`config.mk`:
```
export PLATFORM = sky130hd
export DESIGN_NAME = fpu_cvt_sched
export DESIGN_NICKNAME = d
export VERILOG_FILES = /design/src/rtl/fpu_cvt_sched.sv
export SDC_FILE = /design/constraint.sdc
export NUM_CORES = 1
export LEC_CHECK = 0
export ABC_AREA = 1
export BUFFER_PORTS_ARGS = -buffer_cell sky130_fd_sc_hd__buf_2
export CORE_AREA = 3 3 136 138
export DETAILED_ROUTE_END_ITERATION = 10
export DIE_AREA = 0 0 139 141
export PLACE_DENSITY = 0.8
export SLEW_MARGIN = 20
export SYNTH_ARGS = -nofsm -noshare
export SYNTH_HDL_FRONTEND = slang
export SYNTH_SLANG_ARGS = --single-unit
```
`constraint.sdc`:
```
create_clock -name clk -period 4.1 [get_ports clk]
set_input_delay 0.615 -clock clk [delete_from_list [all_inputs] [get_ports clk]]
set_output_delay 0.615 -clock clk [all_outputs]
set_load 0.02 [all_outputs]
```
`src/rtl/fpu_cvt_sched.sv`:
```
// fpu_cvt_sched
// Shares one combinational FP32->FP64 widening converter between the load
// path (port 0) and the register-move path (port 1). One request is granted
// per cycle, round-robin on contention, and the converted value is pushed
// with its tag, origin port and source-exponent flags into a 2-entry result
// FIFO drained by the FPR writeback mux under valid/ready.
//
// Ports:
//   clk, reset                  clock, synchronous active-high reset
//   req0_* / req1_*             requester valid, FP32 operand, tag, ready
//   cvt_src / cvt_dst           operand to / result from the shared converter
//   res_valid/data/tag/port/flags, res_ready   FIFO head and pop handshake
//   busy                        FIFO holds at least one entry
//   stat_cnt0 / stat_cnt1       saturating per-port accepted-conversion counts
module fpu_cvt_sched #(
    parameter int TAGW = 4
) (
    input  logic            clk,
    input  logic            reset,
    input  logic            req0_valid,
    input  logic [31:0]     req0_src,
    input  logic [TAGW-1:0] req0_tag,
    output logic            req0_ready,
    input  logic            req1_valid,
    input  logic [31:0]     req1_src,
    input  logic [TAGW-1:0] req1_tag,
    output logic            req1_ready,
    output logic [31:0]     cvt_src,
    input  logic [63:0]     cvt_dst,
    output logic            res_valid,
    output logic [63:0]     res_data,
    output logic [TAGW-1:0] res_tag,
    output logic            res_port,
    output logic [1:0]      res_flags,
    input  logic            res_ready,
    output logic            busy,
    output logic [15:0]     stat_cnt0,
    output logic [15:0]     stat_cnt1
);

    // bit0: zero exponent (converter flushes to +0), bit1: Inf/NaN exponent
    function automatic logic [1:0] src_flags(input logic [7:0] exp_bits);
        logic [1:0] f;
        f = 2'b00;
        if (exp_bits == 8'h00) begin
            f = 2'b01;
        end else if (exp_bits == 8'hFF) begin
            f = 2'b10;
        end else begin
            f = 2'b00;
        end
        return f;
    endfunction

    logic [1:0]      count_r;
    logic            head_r;
    logic            tail_r;
    logic            last_r;
    logic [15:0]     cnt0_r;
    logic [15:0]     cnt1_r;
    logic [63:0]     data_mem_r  [2];
    logic [TAGW-1:0] tag_mem_r   [2];
    logic            port_mem_r  [2];
    logic [1:0]      flags_mem_r [2];

    logic            space_s;
    logic            grant0_s;
    logic            grant1_s;
    logic            push_s;
    logic            pop_s;
    logic            head_valid_s;

    // Arbitration: space comes from the registered count only, so a pop in
    // the same cycle as a full FIFO does not open a slot until next cycle.
    always_comb begin
        space_s  = (count_r < 2'd2);
        grant0_s = 1'b0;
        grant1_s = 1'b0;
        if (!reset && space_s) begin
            if (req0_valid && req1_valid) begin
                // port that did not win last time gets it now
                if (last_r) begin
                    grant0_s = 1'b1;
                end else begin
                    grant1_s = 1'b1;
                end
            end else if (req0_valid) begin
                grant0_s = 1'b1;
            end else if (req1_valid) begin
                grant1_s = 1'b1;
            end else begin
                grant0_s = 1'b0;
                grant1_s = 1'b0;
            end
        end else begin
            grant0_s = 1'b0;
            grant1_s = 1'b0;
        end
    end

    assign push_s       = grant0_s | grant1_s;
    assign head_valid_s = (count_r != 2'd0);
    assign pop_s        = head_valid_s && res_ready && !reset;

    assign req0_ready = grant0_s;
    assign req1_ready = grant1_s;
    assign cvt_src    = grant1_s ? req1_src : req0_src;

    assign res_valid = head_valid_s;
    assign busy      = head_valid_s;
    assign res_data  = head_valid_s ? data_mem_r[head_r]  : 64'd0;
    assign res_tag   = head_valid_s ? tag_mem_r[head_r]   : {TAGW{1'b0}};
    assign res_port  = head_valid_s ? port_mem_r[head_r]  : 1'b0;
    assign res_flags = head_valid_s ? flags_mem_r[head_r] : 2'b00;
    assign stat_cnt0 = cnt0_r;
    assign stat_cnt1 = cnt1_r;

    // FIFO storage, pointers, occupancy, round-robin state and statistics
    always_ff @(posedge clk) begin
        if (reset) begin
            count_r <= 2'd0;
            head_r  <= 1'b0;
            tail_r  <= 1'b0;
            last_r  <= 1'b1;
            cnt0_r  <= 16'd0;
            cnt1_r  <= 16'd0;
            for (int i = 0; i < 2; i++) begin
                data_mem_r[i]  <= 64'd0;
                tag_mem_r[i]   <= {TAGW{1'b0}};
                port_mem_r[i]  <= 1'b0;
                flags_mem_r[i] <= 2'b00;
            end
        end else begin
            if (push_s) begin
                data_mem_r[tail_r]  <= cvt_dst;
                tag_mem_r[tail_r]   <= grant1_s ? req1_tag : req0_tag;
                port_mem_r[tail_r]  <= grant1_s;
                flags_mem_r[tail_r] <= src_flags(cvt_src[30:23]);
                tail_r              <= ~tail_r;
                last_r              <= grant1_s;
            end else begin
                tail_r <= tail_r;
                last_r <= last_r;
            end
            if (pop_s) begin
                head_r <= ~head_r;
            end else begin
                head_r <= head_r;
            end
            case ({push_s, pop_s})
                2'b10:   count_r <= count_r + 2'd1;
                2'b01:   count_r <= count_r - 2'd1;
                default: count_r <= count_r;
            endcase
            if (grant0_s && (cnt0_r != 16'hFFFF)) begin
                cnt0_r <= cnt0_r + 16'd1;
            end else begin
                cnt0_r <= cnt0_r;
            end
            if (grant1_s && (cnt1_r != 16'hFFFF)) begin
                cnt1_r <= cnt1_r + 16'd1;
            end else begin
                cnt1_r <= cnt1_r;
            end
        end
    end

endmodule

```
# Word level (Yosys, flattened, before mapping)
# Memory sizes are Yosys's and may differ from the RTL's. A register that Yosys moved wholly into a read port is not among the register bits.
# Index checks and enable logic that the tools add are counted.
dict set report op_classes {
  n_addsub 4
  n_lt_le_gt_ge 1
  n_eq_ne 5
  mux 45
  bitwise 3
  n_reduce_logical 14
}
# operator n
set ops {}
lappend ops {{2-to-1 mux 64 bit} 2}
lappend ops {{OR reduction 64 bit} 1}
lappend ops {{adder 16 x 1 -> 16 bit, second input constant} 2}
lappend ops {{2-to-1 mux 1 bit} 32}
lappend ops {{2-to-1 mux 32 bit} 1}
lappend ops {{!= test 16 bit, second input constant} 2}
lappend ops {{2-to-1 mux 2 bit} 6}
lappend ops {{2-to-1 mux 4 bit} 3}
lappend ops {{equality test 8 bit, second input constant} 1}
lappend ops {{logical NOT 8 bit} 1}
lappend ops {{logical AND 1 bit} 6}
lappend ops {{one-hot mux 2 bit (2 select lines)} 1}
lappend ops {{nonzero test 2 bit} 2}
lappend ops {{OR reduction 4 bit} 1}
lappend ops {{adder 2 x 1 -> 2 bit, second input constant} 1}
lappend ops {{equality test 2 x 1 -> 1 bit, second input constant} 1}
lappend ops {{equality test 2 bit, second input constant} 1}
lappend ops {{< comparator 2 bit, second input constant} 1}
lappend ops {{inverter 1 bit} 2}
lappend ops {{OR reduction 2 bit} 1}
lappend ops {{subtractor 2 x 1 -> 2 bit, second input constant} 1}
lappend ops {{logical NOT 1 bit} 1}
lappend ops {{OR 1 bit} 1}
lappend ops {{OR reduction 1 bit} 1}
dict set report totals {
  ff_bits 37
  mem_bits_rw 142
  inputBits 141
  output_inout_bits 139
  word_cells 82
  n_memories 4
}
# memory depth word_bits read_ports rd_ports_with_merged_regs wr line
set memory_table {}
lappend memory_table {data_mem_r 2 64 1 1 2 61} ;# logic [63:0] data_mem_r [2];
lappend memory_table {tag_mem_r 2 4 1 1 2 62} ;# logic [TAGW-1:0] tag_mem_r [2];
lappend memory_table {flags_mem_r 2 2 1 1 2 64} ;# logic [1:0] flags_mem_r [2];
lappend memory_table {port_mem_r 2 1 1 1 2 63} ;# logic port_mem_r [2];

# Longest topological paths before layout
dict set report logic_depth {
  word_depth 11
  depth_mapped 10
  depth_no_buf 10
}

# Worst setup path before layout
# Ideal clock, no wire load.
dict set report synth_timing {
  path_kind {input-to-reg}
  from {in reset}
  to {mem data_mem_r[0][0] (enable)}
  setup_ps 431
  t_arrival_ps 2876
  required_time_ps 3669
  slack_ps 793
  path_stages 7
  path_buffers 2
  cell_sequence {buf_6 > nor2_4 > nand2_2 > o21ai_2 > nand2_1 > buf_2 > nand2_1}
}
# element line
set synth_lines {}
lappend synth_lines {{from (decl)} 19} ;# input logic reset,
lappend synth_lines {{to (decl)} 61}

# Final worst setup path
dict set report layout_timing {
  from {in reset}
  to {out cvt_src[25]}
}
dict set report layout_between {
  elab_chain_cells 4
}
# element line
set layout_lines {}
lappend layout_lines {{logical NOT 1 bit} 79} ;# if (!reset && space_s) begin
lappend layout_lines {{logical AND 1 bit} 79}
lappend layout_lines {{2-to-1 mux 1 bit} 79}
lappend layout_lines {{2-to-1 mux 32 bit} 107} ;# assign cvt_src = grant1_s ? req1_src : req0_src;
lappend layout_lines {{to (decl)} 28} ;# output logic [31:0] cvt_src,
# No other way between the ends.

==> results.md <==
* Status: finished, final reports clean
* Register area at 0.00503 mm^2
* Worst Hold Path EP: data_mem_r[1][19]
* Worst Max-Slew Pin Slew at 0.945 ns
* CP max stage cell: inv_1
* Crit Path Max Fanout at 37
* Die height at 141 um
* VDD IR max at 0.314 mV
* Clock sink count at 180
* Worst Hold Slack at 0.487 ns
* Power Density at 497 mW/mm^2
* Post-CTS Repair Setup Buffers at 0
* Worst EP arrival at 2.38 ns
* Starting Density at 0.518
* Worst min-delay path startpoint: cvt_dst[19]
* Area of the multi-input gates at 0.00328 mm^2
* Vias in the first global route at between 7000 and 8000
* I/O pin cnt at 280
* Nets at 1478
* Final period util at 0.731
* Fin Setup TNS at 0 ns
* Clk root buf: clkbuf_16
* Initial antenna violation count at 1
* Worst Setup End Kind: output pin
* Final wirelength at 23200 um
* Max Clock Skew at just over 0.007 ns
* Max-Cap Viols at 0
* Cell count after synthesis at 1078
* F_max at roughly 330 MHz
* Number of buffers created by CTS at 17
* PortBufs at about 280
* Chip Width at roughly 140 um
* Share of layout cells above drive strength 1 at 0.270
* TritonCTS clock tree: built
* Worst-case clock buffer depth at 2
* Via/cell ratio at 5.04
* First-pass GRT wire length at 37100 um
* Seq cells post-synth at 180
* Crit Reg-Reg Endpoint: count_r[1]
* Routability congestion estimate at 0.927
* Die area at 0.0196 mm^2
* All-Layer GR Usage at 0.235
* GRT Residual Overflow at 0
* Final Hold Fails at 0
* Initial DRC count at 497
* Cell area after layout at 0.0111 mm^2
* Worst relative slew slack at 0.368
* Routed vias at 7926
* RSZ-0062 raised after global routing: no
* CP most frequent cell: buf_2
* H-tree Lvls at 4
* Synth Cell Area at 0.00895 mm^2
* Hold path cells at 3
* Min cycle time layout at between 2 and 3 ns
* # fillers at 1400
* Critical Path, Cell by Cell: buf_2, inv_1, nand2_2, nor2_2, buf_4, nand2_1, o21ai_2, buf_2
* Req. time, crit path at ~3.5 ns
* Critical path type: in -> out
* Placed cell areas at roughly 0.010 mm^2
* Final slew viol count at 0
* Pin count of the biggest net entering global routing at 72
* HP Class: in -> reg
* Antenna viol nets, final at 0
* WL/cell at approximately 15 um
* Synthesized Nets at 1222
* Seq/Total Area, Yosys at 0.561
* Reg2reg start: count_r[1]
* Worst r2r path cells at 9
* Synthesis warning total at 0
* Hold-fix buffers at CTS at 0
* Clock insertion delay at the later pin of the skew report at 0.43 ns
* Netlist cell types at 31
* Setup violators final at 0
* Dpl hpwl at approximately 16000 um
* Post-cts sizing count at 0
* Core ar. at about 0.017 mm^2
* DRC Markers at 0
* Leak at 5.23 nW
* 1st-pass router iterations at 6
* Synthesis-to-finish area growth at 23.8%
* R2r setup slk at approximately 1.7 ns
* Reg clk slew, reported paths at 0.07 ns
* Post-Syn Area per Cell at 8.30 um^2
* Startpoint Class: primary input
* Worst path max stage delay at 0.45 ns
* Row cnt at 48
==> final cells by class <==
class / instances / area share
diodes: 1 / 0.000226
clock buffers: 17 / 0.0384
clock inverters: 15 / 0.0146
inverters: 101 / 0.0344
multi-input cells: 743 / 0.296
flip-flops and latches: 180 / 0.453
well taps: 225 / 0.0254
repair buffers: 291 / 0.138
==> through the flow <==
stage / setup slack (ns) / instances / total power [W] / util
after floorplan: 0.793 / 1078 / 0.00338 / -
after global placement: 1.19 / 1540 / 0.00391 / 0.607
after detailed placement: 1.12 / 1540 / 0.00394 / 0.607
after CTS: 1.09 / 1572 / 0.00553 / 0.641
after global routing: 0.933 / 1573 / 0.00578 / 0.641
final: 1.10 / 1573 / 0.00550 / 0.641
==> cells in the mapped netlist (all sizes together) <==
library cell,instances,share of area
a21oi,97,0.058
buf,31,0.023
clkbuf,23,0.0096
clkinv,1,0.00042
dfxtp,38,0.085
edfxtp,142,0.48
ha,3,0.0042
inv,100,0.042
mux2i,4,0.0045
nand2,364,0.15
nand3,20,0.013
nand4,10,0.0070
nor2,207,0.090
nor3,1,0.00056
o21ai,23,0.017
xnor2,6,0.0059
xor2,8,0.0078
==> critical path: cells and delay by family <==
| kind | cells | cell delay (ns) |
|---|---|---|
| buf+inv | 4 | 1.20 |
| compound gates | 1 | 0.10 |
| simple gates | 3 | 0.45 |
==> per-layer routing <==
metal / wire (um) / share of wire / global-route usage / vias to the layer above
met4: 422 / 0.018 / 0.0793 / 0
li1: - / - / - / 3943
met3: 1750 / 0.076 / 0.0509 / 37
met5: 0 / 0 / 0 / -
met1: 8590 / 0.37 / 0.271 / 3595
met2: 12400 / 0.54 / 0.435 / 351
==> cell families after synthesis <==
kind of cell	count (synthesis)	share of synthesized area
compound gates	120	0.0759
xor+xnor	14	0.0137
fa+ha+maj	3	0.00419
buf+inv	155	0.0752
flops	180	0.561
mux	4	0.00447
simple gates	602	0.265
==> flip-flops by register name, indices dropped and copies added, names as in the netlist, named ones only <==
signal / flops
count_r: 2
data_mem_r: 128
flags_mem_r: 4
head_r: 1
last_r: 1
port_mem_r: 2
stat_cnt0: 16
stat_cnt1: 16
tag_mem_r: 8
tail_r: 1
==> how the worst max path moves through the flow <==
| stage | startpoint | end | slack (ns) |
|---|---|---|---|
| 2_1_floorplan | reset | data_mem_r[0][0] | 0.79 |
| 3_3_place_gp | reset | cvt_src[25] | 1.19 |
| 3_5_place_dp | reset | cvt_src[25] | 1.12 |
| 4_1_cts | reset | cvt_src[25] | 1.09 |
| 5_1_grt | reset | cvt_src[25] | 0.93 |
| 6_report | reset | cvt_src[25] | 1.10 |
==> report_power, final <==
| part | internal (W) | switching (W) | leakage, nW | total (W) |
|---|---|---|---|---|
| registers | 0.00223 | 0.0000727 | 1.81 | 0.00230 |
| clock network | 0.000865 | 0.000746 | 0.291 | 0.00161 |
| logic | 0.000451 | 0.00114 | 3.13 | 0.00159 |
| total | 0.00354 | 0.00196 | 5.23 | 0.00550 |
==> layout by cell type, fill, tap and decap left out, drive strengths merged <==
master  synthesis  routed
inv           100     108
nand2         364     364
nand4          10      10
diode           0       1
buf            31     291
ha              3       3
nand3          20      20
edfxtp        142     142
clkinv          1       7
o21ai          23      23
xnor2           6       6
xor2            8       8
nor2          207     207
bufinv          0       1
dfxtp          38      38
a21oi          97      97
clkbuf         23      17
mux2i           4       4
nor3            1       1
Power figures use the tool's default switching activity.
